### src/rtl/seg7_bin_display.sv
// ----------------------------------------------------------------------------
// seg7_bin_display
//
// Multi-digit seven-segment driver. The driver accepts an unsigned binary value
// over a valid/ready handshake. A sequential shift-add-3 (double-dabble) engine
// converts the value to BCD, one bit per cycle. The driver then registers
// DIGITS active-low segment patterns for the board HEX displays.
//
// Before the first result is loaded, the top digit shows a pending pattern and
// all other digits are blank. Values >= 10**DIGITS raise overflow and show
// dashes on every digit.
//
// Optional feature (compile-time macro SEG7_LZ_BLANK_EN):
//   When defined, leading zeros are blanked at LOAD. Digit 0 is always shown,
//   and bcd_out is unaffected.
//
// Parameters:
//   WIDTH       binary input width (1..27)
//   DIGITS      displayed decimal digits (1..8)
//   PENDING_PAT pattern on the top digit while no result is loaded
//
// Ports:
//   Clk        in   system clock, rising edge
//   Reset      in   asynchronous active-high reset
//   clear      in   synchronous abort; returns the display to pending
//   in_valid   in   in_value is valid
//   in_ready   out  high only in IDLE
//   in_value   in   unsigned binary value [WIDTH-1:0]
//   busy       out  conversion in progress (SHIFT)
//   out_valid  out  display holds a converted result
//   overflow   out  last result >= 10**DIGITS
//   bcd_out    out  registered BCD digits, digit 0 in [3:0]
//   seg_out    out  registered segments, digit i in [7i+6:7i], bit0=a..bit6=g, 0=lit
// ----------------------------------------------------------------------------
module seg7_bin_display #(
    parameter int           WIDTH       = 14,
    parameter int           DIGITS      = 4,
    parameter logic [6:0]   PENDING_PAT = 7'b1010101
) (
    input  logic                  Clk,
    input  logic                  Reset,
    input  logic                  clear,
    input  logic                  in_valid,
    output logic                  in_ready,
    input  logic [WIDTH-1:0]      in_value,
    output logic                  busy,
    output logic                  out_valid,
    output logic                  overflow,
    output logic [4*DIGITS-1:0]   bcd_out,
    output logic [7*DIGITS-1:0]   seg_out
);

    localparam int         CNT_W     = 5;  // enough for WIDTH up to 27
    localparam logic [CNT_W-1:0] LAST_BIT = CNT_W'(WIDTH - 1);
    localparam logic [6:0] SEG_BLANK = 7'b1111111;
    localparam logic [6:0] SEG_DASH  = 7'b0111111;

    typedef enum logic [1:0] {IDLE, SHIFT, LOAD} state_t;

    function automatic logic [7*DIGITS-1:0] pending_seg();
        logic [7*DIGITS-1:0] p;
        p = '1;
        p[7*DIGITS-1 -: 7] = PENDING_PAT;
        return p;
    endfunction

    localparam logic [7*DIGITS-1:0] SEG_PENDING = pending_seg();

    function automatic logic [6:0] seg7_of(input logic [3:0] nib);
        case (nib)
            4'd0:    return 7'b1000000;
            4'd1:    return 7'b1111001;
            4'd2:    return 7'b0100100;
            4'd3:    return 7'b0110000;
            4'd4:    return 7'b0011001;
            4'd5:    return 7'b0010010;
            4'd6:    return 7'b0000010;
            4'd7:    return 7'b1011000;
            4'd8:    return 7'b0000000;
            4'd9:    return 7'b0010000;
            default: return SEG_BLANK;
        endcase
    endfunction

    state_t                state_q;
    logic [WIDTH-1:0]      bin_q;
    logic [4*DIGITS-1:0]   bcd_q;
    logic                  ovf_q;
    logic [CNT_W-1:0]      cnt_q;
    logic                  out_valid_q;
    logic                  overflow_q;
    logic [4*DIGITS-1:0]   bcd_out_q;
    logic [7*DIGITS-1:0]   seg_out_q;

    logic [4*DIGITS-1:0]   bcd_adj;
    logic [4*DIGITS-1:0]   bcd_d;
    logic                  carry_d;
    logic [7*DIGITS-1:0]   seg_d;

    // One double-dabble step: add 3 to each nibble >= 5, then shift
    // {carry, bcd, bin} left by one. The bit leaving the top nibble is the
    // overflow carry.
    always_comb begin
        // NOTE: every variable gets a default first so no path leaves it unassigned (no latch).
        bcd_adj = bcd_q;
        for (int i = 0; i < DIGITS; i++) begin
            if (bcd_q[4*i +: 4] >= 4'd5)
                bcd_adj[4*i +: 4] = bcd_q[4*i +: 4] + 4'd3;
        end
        bcd_d   = {bcd_adj[4*DIGITS-2:0], bin_q[WIDTH-1]};
        carry_d = bcd_adj[4*DIGITS-1];
    end

    // Segment pattern loaded at LOAD, decoded from the finished BCD value.
`ifdef SEG7_LZ_BLANK_EN
    logic seen_nz;
    always_comb begin
        seg_d   = '1;
        seen_nz = 1'b0;
        for (int i = DIGITS - 1; i >= 0; i--) begin
            if (bcd_q[4*i +: 4] != 4'd0)
                seen_nz = 1'b1;
            if (ovf_q)
                seg_d[7*i +: 7] = SEG_DASH;
            else if (!seen_nz && i != 0)
                seg_d[7*i +: 7] = SEG_BLANK;  // leading zero
            else
                seg_d[7*i +: 7] = seg7_of(bcd_q[4*i +: 4]);
        end
    end
`else
    always_comb begin
        seg_d = '1;
        for (int i = 0; i < DIGITS; i++) begin
            seg_d[7*i +: 7] = ovf_q ? SEG_DASH : seg7_of(bcd_q[4*i +: 4]);
        end
    end
`endif

    always_ff @(posedge Clk or posedge Reset) begin
        if (Reset) begin
            // NOTE: sequential state uses non-blocking (<=) so all registers update together.
            state_q     <= IDLE;
            bin_q       <= '0;
            bcd_q       <= '0;
            ovf_q       <= 1'b0;
            cnt_q       <= '0;
            out_valid_q <= 1'b0;
            overflow_q  <= 1'b0;
            bcd_out_q   <= '0;
            seg_out_q   <= SEG_PENDING;
        end else if (clear) begin
            // Clear wins over a same-cycle handshake and discards any conversion.
            state_q     <= IDLE;
            bin_q       <= '0;
            bcd_q       <= '0;
            ovf_q       <= 1'b0;
            cnt_q       <= '0;
            out_valid_q <= 1'b0;
            overflow_q  <= 1'b0;
            bcd_out_q   <= '0;
            seg_out_q   <= SEG_PENDING;
        end else begin
            case (state_q)
                IDLE: begin
                    if (in_valid) begin
                        bin_q   <= in_value;
                        bcd_q   <= '0;
                        ovf_q   <= 1'b0;
                        cnt_q   <= '0;
                        state_q <= SHIFT;
                    end
                end
                SHIFT: begin
                    bin_q <= bin_q << 1;
                    bcd_q <= bcd_d;
                    ovf_q <= ovf_q | carry_d;
                    cnt_q <= cnt_q + 1'b1;
                    if (cnt_q == LAST_BIT)
                        state_q <= LOAD;
                end
                LOAD: begin
                    bcd_out_q   <= bcd_q;
                    seg_out_q   <= seg_d;
                    overflow_q  <= ovf_q;
                    out_valid_q <= 1'b1;
                    state_q     <= IDLE;
                end
                default: state_q <= IDLE;
            endcase
        end
    end

    assign in_ready  = (state_q == IDLE);
    assign busy      = (state_q == SHIFT);
    assign out_valid = out_valid_q;
    assign overflow  = overflow_q;
    assign bcd_out   = bcd_out_q;
    assign seg_out   = seg_out_q;

endmodule

### config.mk
export PLATFORM = sky130hd
export DESIGN_NAME = seg7_bin_display
export DESIGN_NICKNAME = d
export VERILOG_FILES = /design/src/rtl/seg7_bin_display.sv
export SDC_FILE = /design/constraint.sdc
export NUM_CORES = 1
export LEC_CHECK = 0
export CAP_MARGIN = 20
export CORE_MARGIN = 2
export CORE_UTILIZATION = 30
export DETAILED_ROUTE_END_ITERATION = 12
export PLACE_DENSITY = 0.58
export RECOVER_POWER = 50
export SYNTH_ARGS = -nofsm -noshare
export SYNTH_HDL_FRONTEND = slang
export SYNTH_SLANG_ARGS = --single-unit
export TNS_END_PERCENT = 50
### constraint.sdc
create_clock -name Clk -period 3.16 [get_ports Clk]
set_input_delay 0.632 -clock Clk [delete_from_list [all_inputs] [get_ports Clk]]
set_output_delay 0.632 -clock Clk [all_outputs]
set_load 0.1 [all_outputs]
==> flow_summary.yaml, run 1 <==
timing:
  worstMarginPinSlew_ns: 1.23
  rsz0062_at_grt: "no"
  tns_ns: 0
  final_hold_viol_count: 0
  timing.final.crit_share: 0.721
  clock_skew_ns: 0.00665
  relSlewSlack: 0.185
  final-setup-viol-count: 0
  fin_crit_ns: 2.28
  slew_viol_final: 0
  max_freq_ghz: 0.439
job:
  drv_cap: 0
global_route:
  gr-usage-all-layers: 0.148
  grt_pass1_wl_um: 17500
  grt_antenna_before_repair: 0
  grt_pass1_vias: 3374
  overflow: 0
  grt_max_degree: 85
die:
  initial_core_util: 0.308
  die_h_um: 124
  dieWidth_um: 124
  die-area_mm2: 0.0153
  core-area_mm2: 0.0139
  io_pins: 66
  rows: 43
synth:
  synth_warnings: 0
  synth.distinct_cells: 40
  synth_top_area_frac: 0.344
  synthesis.area_mm2: 0.00430
  synth_nets: 488
  yosysTopAreaCell: "dfrtp_1"
  synthArstFlopShare: 1.00
  yosysMostFrequentCell: "dfrtp_1"
  syn_avg_cell_area_um2: 9.68
  ys_seq_area_frac: 0.497
  netlist_top_cells_area: "dfrtp_1 (34%), dfstp_2 (15%), ha_1 (7.6%)"
  ys_top_cells_by_count: "dfrtp_1 (59), nand2_1 (54), nor2_1 (54)"
  ys.flop_type: "dfrtp_1"
  synth_edf_count: 0
  yosys_register_bits: 84
  postSynthCellCount: 444
run_status:
  status: "finished, final reports clean"
cts:
  cts.sinks: 84
  cts_max_path_buffers: 2
  cts_hold_buffers: 0
  post-cts-setup-buffer-count: 0
  cts_max_level: 3
  tritoncts: "built"
  cts_resized: 0
  clkLatencyLatePin_ns: 0.34
  clk_root_buffer_cell: "clkbuf_16"
  numCtsBuffers: 9
  clk_pin_slew_ns: 0.06
finish:
  drive_gt1_frac: 0.170
  num_antenna_cells: 0
  layout.nets: 546
  syn_to_final_growth_pct: 22.0
  utilization: 0.376
routing:
  wire_per_inst_um: 15.4
  wl_um: 10600
  dr.first_iter.drc_count: 277
  remaining_drc_errors: 0
  vias: 3365
  dr.pass1.iters: 4
  drt-vias-per-instance: 4.90
  ant_nets: 0
setup_path:
  slowest_delay_ns: 0.68
  crit_type: "input pin to flop"
  required_ns: 3.43
  worstPathCellList: "dlygate4sd3_1, nor4b_4, nand2_1, o22a_1"
  cp-start-kind: "input pin"
  worstPathMaxFanout: 9
  end_kind: "flop"
  crit_slowest_cell: "dlygate4sd3_1"
  critical_path_arrival_ns: 2.55
place:
  port_buffers: 65
  gp_congestion: 0.814
  dp_hpwl_um: 7120
min_path:
  hold_path.class: "flop to flop"
power:
  power.total_uw: 2370
  powerDensity_mw_per_mm2: 452
  peakVddDrop_mv: 0.233
  leakage_uw: 0.00223
area by class of cell:
type                    count  area (um2)
clock inverters             3        65.1
flip-flops and latches     84        2130
inverters                  20        76.3
fillers                  1400        8690
clock buffers              13         240
multi-input cells         314        1950
well taps                 180         225
repair buffers             73         551
registers in the layout (all words and copies together) (netlist names):
register	flops
bin_q	14
bcd_out	16
seg_out	28
ovf_q	1
cnt_q	5
out_valid	1
bcd_q	16
state_q	2
overflow	1
per-layer routing:
metal	routed length [um]	vias up	GRT usage	share of wire
met1	4980	1627	0.206	0.47
met3	441	16	0.0275	0.042
li1	-	1655	-	-
met5	0	-	0	0
met2	4950	67	0.228	0.47
met4	196	0	0.0597	0.019
cell usage in the layout (no fill, tap or decap), types with 5 or more instances in the layout:
cell type and n:
ha_1 26, inv_1 19, nor2_1 54, buf_4 38
dfstp_2 25, mux2i_1 6, dfrtp_1 59, nor3b_1 5
a21oi_1 47, a221oi_1 8, nand2b_1 9, and3_1 6
o22ai_1 9, clkbuf_1 20, nand2_1 54, clkdlybuf4s50_1 15
a221o_1 8, o21ai_0 26, clkbuf_16 9, o22a_1 11
report_power, final:
part	switching, uW	total [uW]	internal (uW)	leakage, uW
registers	15.2	1110	1100	0.00107
logic	92.3	148	55.3	0.00101
clock network	414	1110	692	0.000148
total	522	2370	1850	0.00223
final timing paths:
check | start | endpoint | slack, ns | cells after the start
setup / recovery | clear | seg_out[0] | 0.88 | 4
hold / removal | bin_q[0] | bin_q[0] | 0.48 | 2
setup reg to reg | state_q[0] | seg_out[6] | 1.12 | 3
hold reg to reg | bin_q[0] | bin_q[0] | 0.48 | 2
max in group asynchronous | Reset | seg_out[8] | 1.88 | 3
min in group asynchronous | Reset | bcd_out[8] | 0.88 | 3
critical path, delay by kind of cell:
kind                   cells  cell delay, ns
and+or+nand+nor            2            0.96
buffers and inverters      1            0.68
AOI/OAI and AO/OA          1            0.28
through the flow:
stage                     area (um2)  instances  hold slack [ns]  setup slack (ns)
final                           5240        687            0.481             0.882
after global routing            5240        687            0.526             0.759
after CTS                       5290        686            0.493             0.898
after detailed placement        4980        670            0.480             0.540
after global placement          4980        670            0.455             0.581
after floorplan                 4300        444            0.439             0.404
kinds of logic (layout without fill, tap and decap cells):
| logic type | after synthesis | count (layout) | synth area share |
|---|---|---|---|
| AO/OA/AOI/OAI | 125 | 125 | 0.187 |
| XOR/XNOR | 8 | 8 | 0.0163 |
| adder cells (fa/ha/maj) | 26 | 26 | 0.0757 |
| buffers and inverters | 46 | 109 | 0.0495 |
| flip-flops | 84 | 84 | 0.497 |
| multiplexers | 6 | 6 | 0.0140 |
| AND/OR/NAND/NOR | 149 | 149 | 0.161 |
Power figures use the tool's default switching activity.
==> inputs of run 2 (changes only) <==
==> constraint.sdc (replaced) <==
create_clock -name Clk -period 2.2 [get_ports Clk]
set_input_delay 0.44 -clock Clk [delete_from_list [all_inputs] [get_ports Clk]]
set_output_delay 0.44 -clock Clk [all_outputs]
set_load 0.1 [all_outputs]
==> run 2 against run 1 <==
Effect of this change:
- sequential share of layout area shrank 0.90 points
- via count grew 3.1%
- cell count grew 1.3%
- critical path depth grew 2
- register-to-register slack lost 0.75 ns
- setup slack lost 0.52 ns
- critical endpoint is now bin_q[6]
- largest cell class unchanged
- highest routed layer unchanged
==> flow_summary.yaml, run 2 (synthesis results as in run 1) <==
finish:
  layout.nets: 555
  drive_gt1_frac: 0.211
  largest_register_ffs: 28
  num_antenna_cells: 0
  layout_commonest_cell: "dfrtp_1"
  final_area_mm2: 0.00536
  final_cell_mix: "dfrtp_1 (59), nor2_1 (55), nand2_1 (54), buf_4 (54), a21oi_1 (47)"
  syn_to_final_growth_pct: 24.8
die:
  rows: 43
  core-area_mm2: 0.0139
  die_h_um: 124
  io_pins: 66
  initial_core_util: 0.308
  die-area_mm2: 0.0153
  dieWidth_um: 124
min_path:
  holdPathEnd: "bin_q[0]"
  hold_path.class: "flop to flop"
  hold_start: "bin_q[0]"
  hold_path_depth: 2
cts:
  cts_resized: 0
  cts_max_level: 3
  clk_root_buffer_cell: "clkbuf_16"
  tritoncts: "built"
  cts.sinks: 84
  cts_hold_buffers: 0
  post-cts-setup-buffer-count: 0
  numCtsBuffers: 9
  clk_pin_slew_ns: 0.06
  cts_max_path_buffers: 2
  clkLatencyLatePin_ns: 0.34
run_status:
  status: "finished, final reports clean"
global_route:
  grt_pass1_vias: 3434
  gr-usage-met2: 0.221
  busiest_layer: "met2"
  grt_pass1_wl_um: 17300
  overflow: 0
  grtUsageMet1: 0.202
  grt_antenna_before_repair: 0
  gr-usage-all-layers: 0.145
  grt_max_degree: 85
  grt.met3_usage: 0.0275
timing:
  final_hold_viol_count: 0
  slew_viol_final: 0
  final-setup-viol-count: 0
  fin_crit_ns: 1.84
  worstMarginPinSlew_ns: 1.14
  max_freq_ghz: 0.544
  setup_slack_ns: 0.360
  timing.hold.ws_ns: 0.475
  rsz0062_at_grt: "no"
  clock_skew_ns: 0.00643
  relSlewSlack: 0.242
  timing.final.crit_share: 0.836
setup_path:
  cp-start-kind: "input pin"
  reg2reg_depth: 5
  end_kind: "flop"
  worstPathCellList: "dlygate4sd3_1, clkbuf_1, nor3_2, buf_4, a221oi_1, nor2_1"
  reg2reg_from: "bcd_q[12]"
  critical_path_arrival_ns: 2.06
  worstPathMaxFanout: 18
  ff2ff_setup_slack_ns: 0.37
  r2r-end: "seg_out[24]"
  crit_slowest_cell: "dlygate4sd3_1"
  slowest_delay_ns: 0.68
  required_ns: 2.42
  crit_type: "input pin to flop"
routing:
  vias: 3468
  ant_nets: 0
  dr.first_iter.drc_count: 253
  wl_um: 10400
  remaining_drc_errors: 0
  dr.pass1.iters: 4
  drt-vias-per-instance: 4.98
  wire_per_inst_um: 14.9
power:
  powerDensity_mw_per_mm2: 628
  peakVddDrop_mv: 0.259
  leakage_uw: 0.00233
place:
  gp_congestion: 0.778
  placed_cell_area_mm2: 0.00510
  dp_hpwl_um: 7200
  port_buffers: 65
  place_ws_ns: 0.115
job:
  drv_cap: 0
run 2: changes by cell type in the layout (fill, tap and decap cells not counted), moves of 2 or more:
cell,before,now
buf_12,1,3
buf_4,38,54
clkbuf_1,20,5
clkbuf_2,0,5
clkbuf_8,0,2
run 2: layout make-up:
type | instances | area [um2]
Fill cell | 1391 | 8570
Sequential cell | 84 | 2130
Multi-Input combinational cell | 314 | 1950
Timing Repair Buffer | 82 | 676
Clock buffer | 14 | 264
Tap cell | 180 | 225
Inverter | 20 | 78.8
Clock inverter | 2 | 35.0
run 2: metrics by stage:
| step | instances | TNS, ns | utilization | total power, uW |
|---|---|---|---|---|
| floorplan | 444 | -0.0778 | - | 1760 |
| global placement | 680 | 0 | 0.366 | 1850 |
| detailed placement | 680 | 0 | 0.366 | 1860 |
| CTS | 696 | 0 | 0.387 | 3410 |
| global route | 696 | 0 | 0.385 | 3490 |
| finish | 696 | 0 | 0.385 | 3360 |
run 2: worst max-delay path by stage:
stage	startpoint	endpoint	slack (ns)	cells past startpoint
floorplan	state_q[0]	ovf_q	-0.04	3
global placement	clear	seg_out[0]	0.17	6
detailed placement	clear	seg_out[0]	0.12	6
CTS	bcd_q[12]	seg_out[24]	0.34	5
global route	clear	bin_q[8]	0.20	6
finish	clear	bin_q[6]	0.36	6
run 2: report_power, final:
part	internal (uW)	switching (uW)	total (uW)
logic	88.6	135	224
clock network	942	600	1540
registers	1580	21.5	1600
run 2: critical path: cells and delay by family:
kind | cells | cell delay (ns)
simple gates | 2 | 0.15
buf+inv | 3 | 1.17
compound gates | 1 | 0.30
run 2: layer usage:
metal  vias up  part of all wire  wire (um)
met3        12             0.044        456
met2        62              0.46       4720
met1      1708              0.48       5010
met5         -                 0          0
met4         0             0.016        164
li1       1686                 -          -
==> inputs of run 3 (changes only) <==
==> constraint.sdc (replaced) <==
create_clock -name Clk -period 1.8 [get_ports Clk]
set_input_delay 0.36 -clock Clk [delete_from_list [all_inputs] [get_ports Clk]]
set_output_delay 0.36 -clock Clk [all_outputs]
set_load 0.1 [all_outputs]
==> run 3 against run 2 <==
Effect of this change:
- critical path depth shrank 4
- clock power grew 19%
- non-clock buffer count grew 19
- sequential power grew 22%
- worst hold slack gained 0.0026 ns
- register-to-register slack lost 0.23 ns
- via count grew 0.58%
- die area is the same
- design area grew 8.3%
- sequential cell count is the same
- utilization grew 3.2 points
- count of clock-buffer cells in the layout is the same
- critical path type is now flop to primary output
- critical endpoint is now busy
- largest power group unchanged
==> flow_summary.yaml, run 3 (synthesis results as in run 1) <==
finish:
  largest_register_ffs: 28
  multi_input_area_mm2: 0.00196
  drive_gt1_frac: 0.245
  num_antenna_cells: 0
  regArea_mm2: 0.00213
  utilization: 0.416
  layout.nets: 574
  layout_commonest_cell: "dfrtp_1"
  fin_cells: 715
  fill_cells: 1359
  syn_to_final_growth_pct: 35.1
  final_cell_mix: "dfrtp_1 (59), nor2_1 (54), nand2_1 (54)"
min_path:
  hold_path.class: "flop to flop"
  hold_path_depth: 2
  holdPathEnd: "bin_q[0]"
  hold_start: "bin_q[0]"
cts:
  cts_hold_buffers: 0
  cts.sinks: 84
  clk_root_buffer_cell: "clkbuf_16"
  tritoncts: "built"
  cts_max_level: 3
  clk_pin_slew_ns: 0.06
  numCtsBuffers: 9
  cts_resized: 0
  post-cts-setup-buffer-count: 0
  clkLatencyLatePin_ns: 0.34
  cts_max_path_buffers: 2
setup_path:
  critical_path_arrival_ns: 1.31
  cp-start-kind: "flop"
  reg2reg_from: "bcd_q[8]"
  crit_type: "flop to primary output"
  ff2ff_setup_slack_ns: 0.14
  crit_family: "flip-flops"
  slowest_delay_ns: 0.52
  reg2reg_depth: 6
  end_kind: "primary output"
  crit_slowest_cell: "dfrtp_1"
  required_ns: 1.44
  worstPathMaxFanout: 7
  worst-path-buf-inv: 1
  worstPathCellList: "and2b_2, buf_12"
  r2r-end: "bcd_q[10]"
global_route:
  grt_max_degree: 45
  grt_pass1_vias: 3485
  grt_pass1_wl_um: 17300
  grt_antenna_before_repair: 0
  overflow: 0
  gr-usage-all-layers: 0.145
die:
  rows: 43
  initial_core_util: 0.308
  core-area_mm2: 0.0139
  dieWidth_um: 124
  die-area_mm2: 0.0153
  io_pins: 66
  die_h_um: 124
routing:
  drt-vias-per-instance: 4.88
  wl_um: 10300
  vias: 3488
  ant_nets: 0
  wire_per_inst_um: 14.3
  remaining_drc_errors: 0
  dr.pass1.iters: 5
  dr.first_iter.drc_count: 166
timing:
  timing.final.crit_share: 0.925
  setup_slack_ns: 0.134
  final_hold_viol_count: 0
  fin_crit_ns: 1.67
  final-setup-viol-count: 0
  relSlewSlack: 0.597
  max_freq_ghz: 0.600
  clock_skew_ns: 0.00977
  slew_viol_final: 0
  tns_ns: 0
  rsz0062_at_grt: "no"
  worstMarginPinSlew_ns: 0.605
place:
  placed_cells: 699
  place_ws_ns: -0.0504
  dp_hpwl_um: 7530
  gp_congestion: 0.831
  port_buffers: 65
run_status:
  status: "finished, final reports clean"
power:
  leakage_uw: 0.00259
  powerDensity_mw_per_mm2: 704
  peakVddDrop_mv: 0.439
job:
  drv_cap: 0
-- run 3: cell types whose count changed in the layout (fill, tap and decap cells not counted), sizes merged --
cell / previous run / this run
buf: 57 / 61
clkbuf: 22 / 37
clkdlybuf4s50: 15 / 16
dlygate4sd3: 2 / 1
-- run 3: per-stage QoR --
stage | total power, uW | cell area, um2 | hold WS (ns)
floorplan | 2150 | 4300 | 0.439
global placement | 2280 | 5840 | 0.454
detailed placement | 2290 | 5840 | 0.466
CTS | 4130 | 6130 | 0.336
global route | 4230 | 5800 | 0.517
finish | 4080 | 5800 | 0.477
-- run 3: layer usage --
metal,global-route usage,vias to the layer above,share of wire
li1,-,1717,-
met1,0.204,1682,0.47
met2,0.217,73,0.47
met3,0.0247,16,0.043
met4,0.0682,0,0.021
met5,0,-,0
-- run 3: cell type report --
class,count,share of cell area
Timing Repair Buffer,101,0.193
Sequential cell,84,0.368
Clock inverter,2,0.00604
Inverter,20,0.0132
Tap cell,180,0.0388
Clock buffer,14,0.0438
Multi-Input combinational cell,314,0.338
-- run 3: report_power, final --
part	total [uW]	leakage, uW	internal (uW)	switching, uW
registers	1950	0.00107	1930	26.6
logic	295	0.00138	126	168
clock network	1830	0.000141	1110	721
-- run 3: worst register-to-register path, stage by stage (launching register included) --
cell and delay, ns:
dfrtp_1 0.44, inv_1 0.17, ha_1 0.24, nand2b_1 0.12
a21oi_1 0.26, mux2i_1 0.11, a22o_1 0.20
-- run 3: how the worst max path moves through the flow --
stage | start | end | slack [ns] | depth (start not counted)
final | state_q[0] | busy | 0.13 | 2
after global routing | bcd_q[8] | bcd_q[11] | 0.03 | 6
after CTS | bcd_q[13] | seg_out[24] | 0.12 | 5
after detailed placement | in_valid | bin_q[11] | -0.05 | 5
after global placement | in_valid | bin_q[13] | -0.002 | 5
after floorplan | state_q[0] | ovf_q | -0.44 | 3
